[src/rtl/mdu_pkg.sv]
// mdu_pkg: op codes and issue-FSM state type shared by mdu_issue and the MDU.
// Latency: n/a (declarations only).
// Backpressure: n/a.
package mdu_pkg;

  // funct3 encodings of the M extension; the MDU decodes the same values
  localparam logic [2:0] OP_MUL    = 3'b000;
  localparam logic [2:0] OP_MULH   = 3'b001;
  localparam logic [2:0] OP_MULHSU = 3'b010;
  localparam logic [2:0] OP_MULHU  = 3'b011;
  localparam logic [2:0] OP_DIV    = 3'b100;
  localparam logic [2:0] OP_DIVU   = 3'b101;
  localparam logic [2:0] OP_REM    = 3'b110;
  localparam logic [2:0] OP_REMU   = 3'b111;

  typedef enum logic [2:0] {
    S_IDLE  = 3'd0,
    S_ISSUE = 3'd1,
    S_WAIT  = 3'd2,
    S_DRAIN = 3'd3,
    S_DONE  = 3'd4
  } mdu_issue_state_t;

  // all divide/remainder ops have funct3[2] set
  function automatic logic is_div_group(input logic [2:0] op);
    return op[2];
  endfunction

endpackage

[src/rtl/mdu_issue.sv]
// mdu_issue: accepts one M-extension op from EX, issues it to the MDU, returns the result to write-back.
// Latency: accept at T, MDU request pulse at T+1, wb_valid_o the cycle after mdu_ready_i (T+1 on zero-divisor fast path).
// Backpressure: stall_o freezes the pipeline through EX while a request is outstanding or draining; one op in flight.
// Optional feature: `define MDU_ZERO_FASTPATH_EN resolves divide/remainder by zero locally without the MDU.
module mdu_issue
  import mdu_pkg::*;
(
  input  logic        clk,
  input  logic        rst,
  input  logic        ex_valid_i,
  input  logic [2:0]  ex_op_i,
  input  logic [31:0] ex_rs1_i,
  input  logic [31:0] ex_rs2_i,
  input  logic [4:0]  ex_rd_addr_i,
  input  logic        flush_i,
  output logic        stall_o,
  output logic        wb_valid_o,
  output logic [31:0] wb_data_o,
  output logic [4:0]  wb_rd_addr_o,
  output logic        mdu_valid_o,
  output logic [2:0]  mdu_op_o,
  output logic [31:0] mdu_rs1_o,
  output logic [31:0] mdu_rs2_o,
  input  logic        mdu_ready_i,
  input  logic [31:0] mdu_rd_i
);

  mdu_issue_state_t r_state;
  mdu_issue_state_t w_state_nxt;

  logic [2:0]  r_op;
  logic [31:0] r_rs1;
  logic [31:0] r_rs2;
  logic [4:0]  r_rd;
  logic [31:0] r_wb_data;

  logic        w_accept;
  logic        w_fast;
  logic [31:0] w_fast_data;
  logic        w_stall;
  logic        w_mdu_valid;
  logic        w_wb_valid;

  // reset has priority, so nothing is accepted while it is asserted
  assign w_accept = !rst && (r_state == S_IDLE) && ex_valid_i && !flush_i;

`ifdef MDU_ZERO_FASTPATH_EN
  // divide by zero has an architecturally fixed result; no need to occupy the MDU
  assign w_fast = is_div_group(ex_op_i) && (ex_rs2_i == 32'd0);
  always_comb begin
    w_fast_data = 32'hFFFF_FFFF;
    case (ex_op_i)
      OP_REM, OP_REMU: w_fast_data = ex_rs1_i;
      default:         w_fast_data = 32'hFFFF_FFFF;
    endcase
  end
`else
  assign w_fast      = 1'b0;
  assign w_fast_data = 32'd0;
`endif

  // next-state and strobes; the MDU cannot be aborted, so a flush after issue must drain
  always_comb begin
    w_state_nxt = r_state;
    w_stall     = 1'b0;
    w_mdu_valid = 1'b0;
    w_wb_valid  = 1'b0;
    case (r_state)
      S_IDLE: begin
        if (w_accept) begin
          w_stall     = 1'b1;
          w_state_nxt = w_fast ? S_DONE : S_ISSUE;
        end
      end
      S_ISSUE: begin
        w_stall     = 1'b1;
        w_mdu_valid = 1'b1;
        w_state_nxt = flush_i ? S_DRAIN : S_WAIT;
      end
      S_WAIT: begin
        w_stall = 1'b1;
        if (flush_i) begin
          w_state_nxt = mdu_ready_i ? S_IDLE : S_DRAIN;
        end else if (mdu_ready_i) begin
          w_state_nxt = S_DONE;
        end
      end
      S_DRAIN: begin
        w_stall = 1'b1;
        if (mdu_ready_i) begin
          w_state_nxt = S_IDLE;
        end
      end
      S_DONE: begin
        w_wb_valid  = !flush_i;
        w_state_nxt = S_IDLE;
      end
      default: w_state_nxt = S_IDLE;
    endcase
  end

  // state register
  always_ff @(posedge clk) begin
    if (rst) begin
      r_state <= S_IDLE;
    end else begin
      r_state <= w_state_nxt;
    end
  end

  // operand latch at acceptance, held unchanged until the next acceptance; result capture
  always_ff @(posedge clk) begin
    if (rst) begin
      r_op      <= 3'd0;
      r_rs1     <= 32'd0;
      r_rs2     <= 32'd0;
      r_rd      <= 5'd0;
      r_wb_data <= 32'd0;
    end else begin
      if (w_accept) begin
        r_op  <= ex_op_i;
        r_rs1 <= ex_rs1_i;
        r_rs2 <= ex_rs2_i;
        r_rd  <= ex_rd_addr_i;
      end
      if (w_accept && w_fast) begin
        r_wb_data <= w_fast_data;
      end else if ((r_state == S_WAIT) && mdu_ready_i && !flush_i) begin
        r_wb_data <= mdu_rd_i;
      end
    end
  end

  assign stall_o      = w_stall;
  assign wb_valid_o   = w_wb_valid;
  assign wb_data_o    = r_wb_data;
  assign wb_rd_addr_o = r_rd;
  assign mdu_valid_o  = w_mdu_valid;
  assign mdu_op_o     = r_op;
  assign mdu_rs1_o    = r_rs1;
  assign mdu_rs2_o    = r_rs2;

endmodule

[config.mk]
export PLATFORM = sky130hd
export DESIGN_NAME = mdu_issue
export DESIGN_NICKNAME = d
export VERILOG_FILES = /design/src/rtl/mdu_pkg.sv /design/src/rtl/mdu_issue.sv
export SDC_FILE = /design/constraint.sdc
export NUM_CORES = 1
export LEC_CHECK = 0
export ABC_AREA = 1
export CORE_AREA = 2 2 116 118
export DETAILED_ROUTE_END_ITERATION = 8
export DIE_AREA = 0 0 118 120
export PLACE_DENSITY_LB_ADDON = 0.15
export REMOVE_ABC_BUFFERS = 1
export SLEW_MARGIN = 20
export SYNTH_ARGS = -nofsm -noshare
export SYNTH_HDL_FRONTEND = slang
export SYNTH_SLANG_ARGS = --single-unit
[constraint.sdc]
create_clock -name clk -period 3.5 [get_ports clk]
set_input_delay 0.525 -clock clk [delete_from_list [all_inputs] [get_ports clk]]
set_output_delay 0.525 -clock clk [all_outputs]
set_load 0.05 [all_outputs]
# Yosys cells after proc, flatten, opt, wreduce, memory -nomap -nowiden
# Index checks and enable logic that the tools add are counted.
# word_totals
reg_bits	107
word_cells	34
out_inout_bits	107
# op_classes
n_mux	11
n_reduce_logical	10
n_eq_ne	7
# op_table
cell	count
$mux W3	4
$pmux W3 S4	1
$eq A3 B2 Y1 const B	2
$logic_and A1 B1 Y1	5
$mux W1	4
$ne A2 B2 Y1 const B	2
$eq A3 B1 Y1 const B	1
$eq A3 B3 Y1 const B	1
$logic_not A3 Y1	1
$ne A3 B3 Y1 const B	1
$reduce_and A3 Y1	1
$reduce_or A3 Y1	1
$logic_not A1 Y1	2
$mux W2	1
$pmux W1 S2	1

# Longest topological paths before layout
# Gate-level depths: netlist of the first run.
# logic_depth
depth_word	6
mapped_depth	9
ltp_nobuf	8

# Worst setup path before layout of the first run
# Ideal clock, no wire load.
# synth_timing
path_kind	input to output
startpoint	in rst
endpoint	out stall_o
slack_ns	1.308
arrival_time_ns	1.667
cell_stages	4
n_path_buf	1
required_ns	2.975
cell_sequence	buf_6 inv_1 nand3_2 a31oi_1
# synth_between
elab_chain_len	6
# synth_lines
item	line	source
from (decl)	mdu_issue.sv:9	input logic rst,
$logic_not A1 Y1	mdu_issue.sv:45	assign w_accept = !rst && (r_state == S_IDLE) && ex_valid_i && !flush_i;
$logic_and A1 B1 Y1 (3 in a row)	mdu_issue.sv:45	
$mux W1	mdu_issue.sv:70	if (w_accept) begin
$pmux W1 S2	mdu_issue.sv:68	case (r_state)
to (decl)	mdu_issue.sv:16	output logic stall_o,
# No other way between the ends.

# Worst setup path in the final report of the first run
# layout_timing
startpoint	in flush_i
endpoint	out wb_valid_o
# layout_between
elab_chain_len	2
# layout_lines
item	line	source
from (decl)	mdu_issue.sv:15	input logic flush_i,
$logic_not A1 Y1	mdu_issue.sv:95	w_wb_valid = !flush_i;
$mux W1	mdu_issue.sv:68	
to (decl)	mdu_issue.sv:17	output logic wb_valid_o,
# No other way between the ends.

==> results.py, run 1 <==
metrics = {
    "outcome": {
        "outcome": "complete, no violations",
    },
    "sta": {
        "drv_slew": 0,
        "setup_violations": 0,
        "worst_slew_pin_slew_ps": 724,
        "period_minus_slack_ps": 2690,
        "fmax_mhz": 372,
        "setup_tns_ps": 0,
        "slew_headroom_pct": 51.7,
        "fin_skew_ps": 7.25,
        "grt_setup_unrepaired": "no",
        "period_share_pct": 76.9,
        "hold_violations": 0,
    },
    "grt": {
        "grt_remaining_overflow": 0,
        "grt_max_degree": 74,
        "grt_pass1_wl_mm": 17.6,
        "grt_pass1_vias": 3620,
        "track_usage_pct": 15.3,
        "antenna_found_initial": 0,
    },
    "clocking": {
        "cts_hold_buf": 0,
        "cts_buffers": 9,
        "htreeDepth": 3,
        "cts.repair.resized": 0,
        "clk_pin_slew_ps": 70,
        "numClockSinks": 107,
        "cts_root_buf": "clkbuf_16",
        "post_cts_buffers": 0,
        "clockBufferDepth": 2,
        "cts_tree": "done",
        "clock_latency_ps": 340,
    },
    "layout": {
        "diodes": 0,
        "nets": 796,
        "syn2layout_area_growth_pct": 65.9,
        "final_layout_size_suffix_gt1_share_pct": 4.05,
        "num-fill-cells": 1272,
    },
    "hold_path": {
        "hold_path_class": "reg2reg",
        "hold_end": "wb_data_o[25]",
        "min_from": "wb_data_o[25]",
        "hold-path-cell-count": 2,
    },
    "setup_path": {
        "cp_max_fo": 6,
        "cp.arrival_ps": 2160,
        "ff2ff_setup_slack_ps": 1580,
        "cp_slowest_cell": "clkdlybuf4s50_1",
        "reg2reg_to": "mdu_rs1_o[16]",
        "timing.rr.start": "r_state[0]",
        "max_stage_delay_ps": 840,
        "path_common_cell": "clkdlybuf4s50_1",
        "critPathCaptureType": "output pin",
        "criticalPathCategory": "in2out",
        "reg2reg_depth": 8,
        "startpoint_type": "primary input",
        "crit_chain": "clkdlybuf4s50_1 -> nor3_1 -> clkdlybuf4s50_1",
        "worstPathRequired_ps": 2970,
    },
    "route": {
        "num_vias": 3846,
        "dr.pass1.iters": 4,
        "ant_nets": 0,
        "drt-total-wl_mm": 11.3,
        "wl_per_cell_um": 13.0,
        "drcViolationCount": 0,
        "drt_iter0_markers": 203,
        "vias_per_cell": 4.43,
    },
    "die": {
        "dieArea_um2": 14200,
        "core_area_um2": 13000,
        "die_x_um": 118,
        "die_h_um": 120,
        "initial_core_util_pct": 29.5,
        "num_rows": 42,
        "io_pins": 216,
    },
    "placed_design": {
        "gp_congestion": 0.758,
        "place_hpwl_mm": 7.77,
        "portBuffers": 215,
    },
    "synth": {
        "syn-cell-area_um2": 3830,
        "ys_warn_count": 0,
        "syn_inst": 490,
        "ys_ff_latch": 107,
        "syn-mean-instance-area_um2": 7.81,
        "ys_types": 23,
        "yosysSeqAreaShare_pct": 56.0,
    },
    "job": {
        "cap_violations": 0,
    },
    "power_and_ir_drop": {
        "p_leak_uw": 0.00247,
        "peakVddDrop_mv": 0.248,
        "totalPowerFinal_uw": 3540,
        "p_per_area_nw_per_um2": 557,
    },
}
## cells by family (layout without fill, tap and decap cells)
logic type	after synthesis	in the layout	share of synthesized area (%)
compound gates	108	108	14.2
buf+inv	41	243	5.49
simple gates	234	234	24.4
flops	107	107	56.0
## flip-flops by register name, indices dropped and copies added (netlist names)
name	flops
wb_data_o	32
r_state	3
mdu_rs2_o	32
mdu_rs1_o	32
mdu_op_o	3
wb_rd_addr_o	5
## worst max path at each step
stage / start / depth (start not counted) / slack, ps / endpoint
floorplan: rst / 3 / 500 / stall_o
global placement: flush_i / 3 / 850 / wb_valid_o
detailed placement: flush_i / 3 / 810 / wb_valid_o
CTS: flush_i / 3 / 790 / wb_valid_o
global route: flush_i / 3 / 740 / wb_valid_o
finish: flush_i / 3 / 810 / wb_valid_o
## cell usage after synthesis (all sizes together)
cell	count	area, um^2
a21oi	34	170
a31oi	1	6.26
buf	23	139
clkbuf	9	33.8
clkinv	1	5.00
dfxtp	107	2140
inv	8	32.5
nand2	72	278
nand3	4	25.0
nand4	2	12.5
nor2	154	607
nor3	2	10.0
o21ai	73	365
## critical path: cells and delay by family
| kind | cells | cell delay [ps] |
|---|---|---|
| buffers and inverters | 2 | 1380 |
| and+or+nand+nor | 1 | 260 |
## stage by stage
step	worst slack (ps)	utilization, %	cell area (um^2)	instances	hold WS [ps]
6_report	810	48.9	6350	868	465
5_1_grt	738	48.9	6350	868	481
4_1_cts	792	48.9	6350	868	468
3_5_place_dp	810	46.7	6060	852	457
3_3_place_gp	847	46.7	6060	852	451
2_1_floorplan	504	-	3650	458	560
## power breakdown
part | switching [uW] | internal [uW] | leakage (uW)
Clock | 426 | 575 | 0.000141
Sequential | 64.1 | 1340 | 0.000869
Combinational | 727 | 407 | 0.00146
## layer usage
metal	GRT usage, %	share of wire, %	vias up
met3	6.18	9.6	18
met2	23.7	44	175
met5	0	0	-
met4	6.85	2.2	0
li1	-	-	1961
met1	18.7	45	1692
## final cells by class
| cell class | instances | area [um^2] | area share [%] |
|---|---|---|---|
| tap | 176 | 220 | 3.47 |
| timing repair buffer | 218 | 2180 | 34.4 |
| multi-input combinational | 342 | 1470 | 23.2 |
| clock buffer | 14 | 254 | 4.00 |
| inverter | 9 | 37.5 | 0.591 |
| sequential | 107 | 2140 | 33.7 |
| clock inverter | 2 | 35.0 | 0.552 |
## placed cells by master, fill, tap and decap left out, types with 4 or more instances in the layout
cell type / n
inv_2: 4
o21ai_1: 11
a21oi_1: 34
nand2_1: 71
clkbuf_1: 4
clkdlybuf4s50_1: 214
clkbuf_16: 9
dfxtp_1: 107
nor2_1: 150
o21ai_0: 62
No activity file was read; power rests on OpenSTA's default activity.
==> run 2, diff against run 1 <==
Clock period 3.5 ns to 2.2 ns, I/O delays scaled along.
==> run 2 against run 1 <==
  * Final area increased by 0.65%
  * Sequential power up 59%
  * Setup slack worse by 460 ps
  * Non-clock buffer count is 4 higher
  * Clock power is 57% higher
  * Critical path depth down 2
  * Flip-flop and latch count did not move
  * Hold slack got worse by 0.81 ps
  * Total power rose by 59%
  * Core utilization is 0.32 points higher
  * Global-route usage rose by 0.76 points
  * Clock skew shrank 3.3 ps
  * Critical path type is now reg2out
==> results.py, run 2 (synthesis results as in run 1) <==
metrics = {
    "layout": {
        "nets": 800,
        "multi_input_area_um2": 1470,
        "diodes": 0,
        "final_cell_area_um2": 6390,
        "num-fill-cells": 1290,
        "utilization_pct": 49.2,
        "seqCellArea_um2": 2140,
        "syn2layout_area_growth_pct": 67.0,
        "mostFrequentLayoutCells": "clkdlybuf4s50_1 (212), nor2_1 (150), dfxtp_1 (107), nand2_1 (71), o21ai_0 (62)",
        "final_common_cell": "clkdlybuf4s50_1",
        "final_layout_size_suffix_gt1_share_pct": 5.17,
    },
    "setup_path": {
        "startpoint_type": "register",
        "cp_slowest_cell": "clkdlybuf4s50_1",
        "cp_max_fo": 2,
        "cp_top_family": "buffers and inverters",
        "reg2reg_to": "mdu_rs1_o[12]",
        "crit_chain": "clkdlybuf4s50_1",
        "max_stage_delay_ps": 820,
        "path_buf_inv": 1,
        "cp.arrival_ps": 1520,
        "worstPathRequired_ps": 1870,
        "critPathCaptureType": "output pin",
        "reg2reg_depth": 8,
        "criticalPathCategory": "reg2out",
        "ff2ff_setup_slack_ps": 560,
        "timing.rr.start": "r_state[1]",
    },
    "clocking": {
        "clk_pin_slew_ps": 70,
        "cts_hold_buf": 0,
        "post_cts_buffers": 0,
        "htreeDepth": 3,
        "numClockSinks": 107,
        "cts.repair.resized": 0,
        "cts_tree": "done",
        "clockBufferDepth": 2,
        "clock_latency_ps": 350,
        "cts_buffers": 9,
        "cts_root_buf": "clkbuf_16",
    },
    "sta": {
        "hold_violations": 0,
        "setup_violations": 0,
        "worst_slew_pin_slew_ps": 723,
        "fin_skew_ps": 4.00,
        "drv_slew": 0,
        "grt_setup_unrepaired": "no",
        "period_minus_slack_ps": 1850,
        "period_share_pct": 84.2,
        "slew_headroom_pct": 51.8,
        "fmax_mhz": 540,
        "setup_ws_ps": 348,
    },
    "route": {
        "ant_nets": 0,
        "drt-total-wl_mm": 11.5,
        "vias_per_cell": 4.43,
        "drt_iter0_markers": 193,
        "num_vias": 3864,
        "dr.pass1.iters": 4,
        "drcViolationCount": 0,
        "wl_per_cell_um": 13.2,
    },
    "hold_path": {
        "hold-path-cell-count": 2,
        "hold_path_class": "reg2reg",
        "hold_end": "wb_data_o[13]",
        "min_from": "wb_data_o[13]",
    },
    "die": {
        "io_pins": 216,
        "die_h_um": 120,
        "die_x_um": 118,
        "dieArea_um2": 14200,
        "initial_core_util_pct": 29.5,
        "core_area_um2": 13000,
        "num_rows": 42,
    },
    "placed_design": {
        "dpl_cell_area_um2": 6100,
        "place_hpwl_mm": 8.12,
        "dpl_worst_slack_ps": 204,
        "gp_congestion": 0.810,
        "portBuffers": 215,
    },
    "power_and_ir_drop": {
        "p_per_area_nw_per_um2": 879,
        "peakVddDrop_mv": 0.407,
        "p_leak_uw": 0.00250,
    },
    "grt": {
        "grt_max_degree": 74,
        "grt_pass1_wl_mm": 18.3,
        "grt_remaining_overflow": 0,
        "antenna_found_initial": 0,
        "track_usage_pct": 16.1,
        "grt_pass1_vias": 3597,
    },
    "job": {
        "cap_violations": 0,
    },
    "outcome": {
        "outcome": "complete, no violations",
    },
}
-- run 2: cell types whose count changed in the layout (fill, tap and decap cells not counted) --
cell             before  now
buf_4                 3    8
clkbuf_1              4    2
buf_12                1    2
bufinv_16             1    0
clkdlybuf4s50_1     214  212
clkbuf_8              1    4
-- run 2: through the flow --
| stage | hold slack (ps) | instances | TNS, ps | total power, uW |
|---|---|---|---|---|
| global route | 486 | 872 | 0 | 5890 |
| floorplan | 399 | 458 | -26580 | 3330 |
| finish | 465 | 872 | 0 | 5610 |
| global placement | 451 | 856 | 0 | 4080 |
| detailed placement | 455 | 856 | 0 | 4100 |
| CTS | 465 | 872 | 0 | 5700 |
-- run 2: cell type report --
cell class              count  area share, %
well taps                 176           3.45
repair buffers            222           34.8
inverters                   9          0.588
multi-input cells         342           23.1
flip-flops and latches    107           33.5
clock buffers              15           4.50
clock inverters             1         0.0783
-- run 2: worst max path at each step --
stage | end | slack (ps) | depth (start not counted) | start
floorplan | stall_o | -410 | 3 | rst
finish | mdu_rs1_o[27] | 350 | 1 | mdu_rs1_o[27]
CTS | mdu_rs1_o[27] | 310 | 1 | mdu_rs1_o[27]
global placement | wb_rd_addr_o[0] | 230 | 7 | rst
global route | wb_data_o[13] | 300 | 1 | wb_data_o[13]
detailed placement | mdu_rs1_o[2] | 200 | 7 | rst
-- run 2: routing by layer --
| metal | wire [um] | global-route usage, % | vias up |
|---|---|---|---|
| met5 | 0 | 0 | - |
| met4 | 238 | 7.38 | 0 |
| met3 | 1090 | 6.23 | 15 |
| met2 | 5060 | 25.1 | 174 |
| met1 | 5110 | 19.5 | 1705 |
| li1 | - | - | 1970 |
-- run 2: where the power goes --
group / internal (uW) / switching (uW)
clock network: 892 / 683
registers: 2130 / 104
logic: 653 / 1160
total: 3670 / 1940
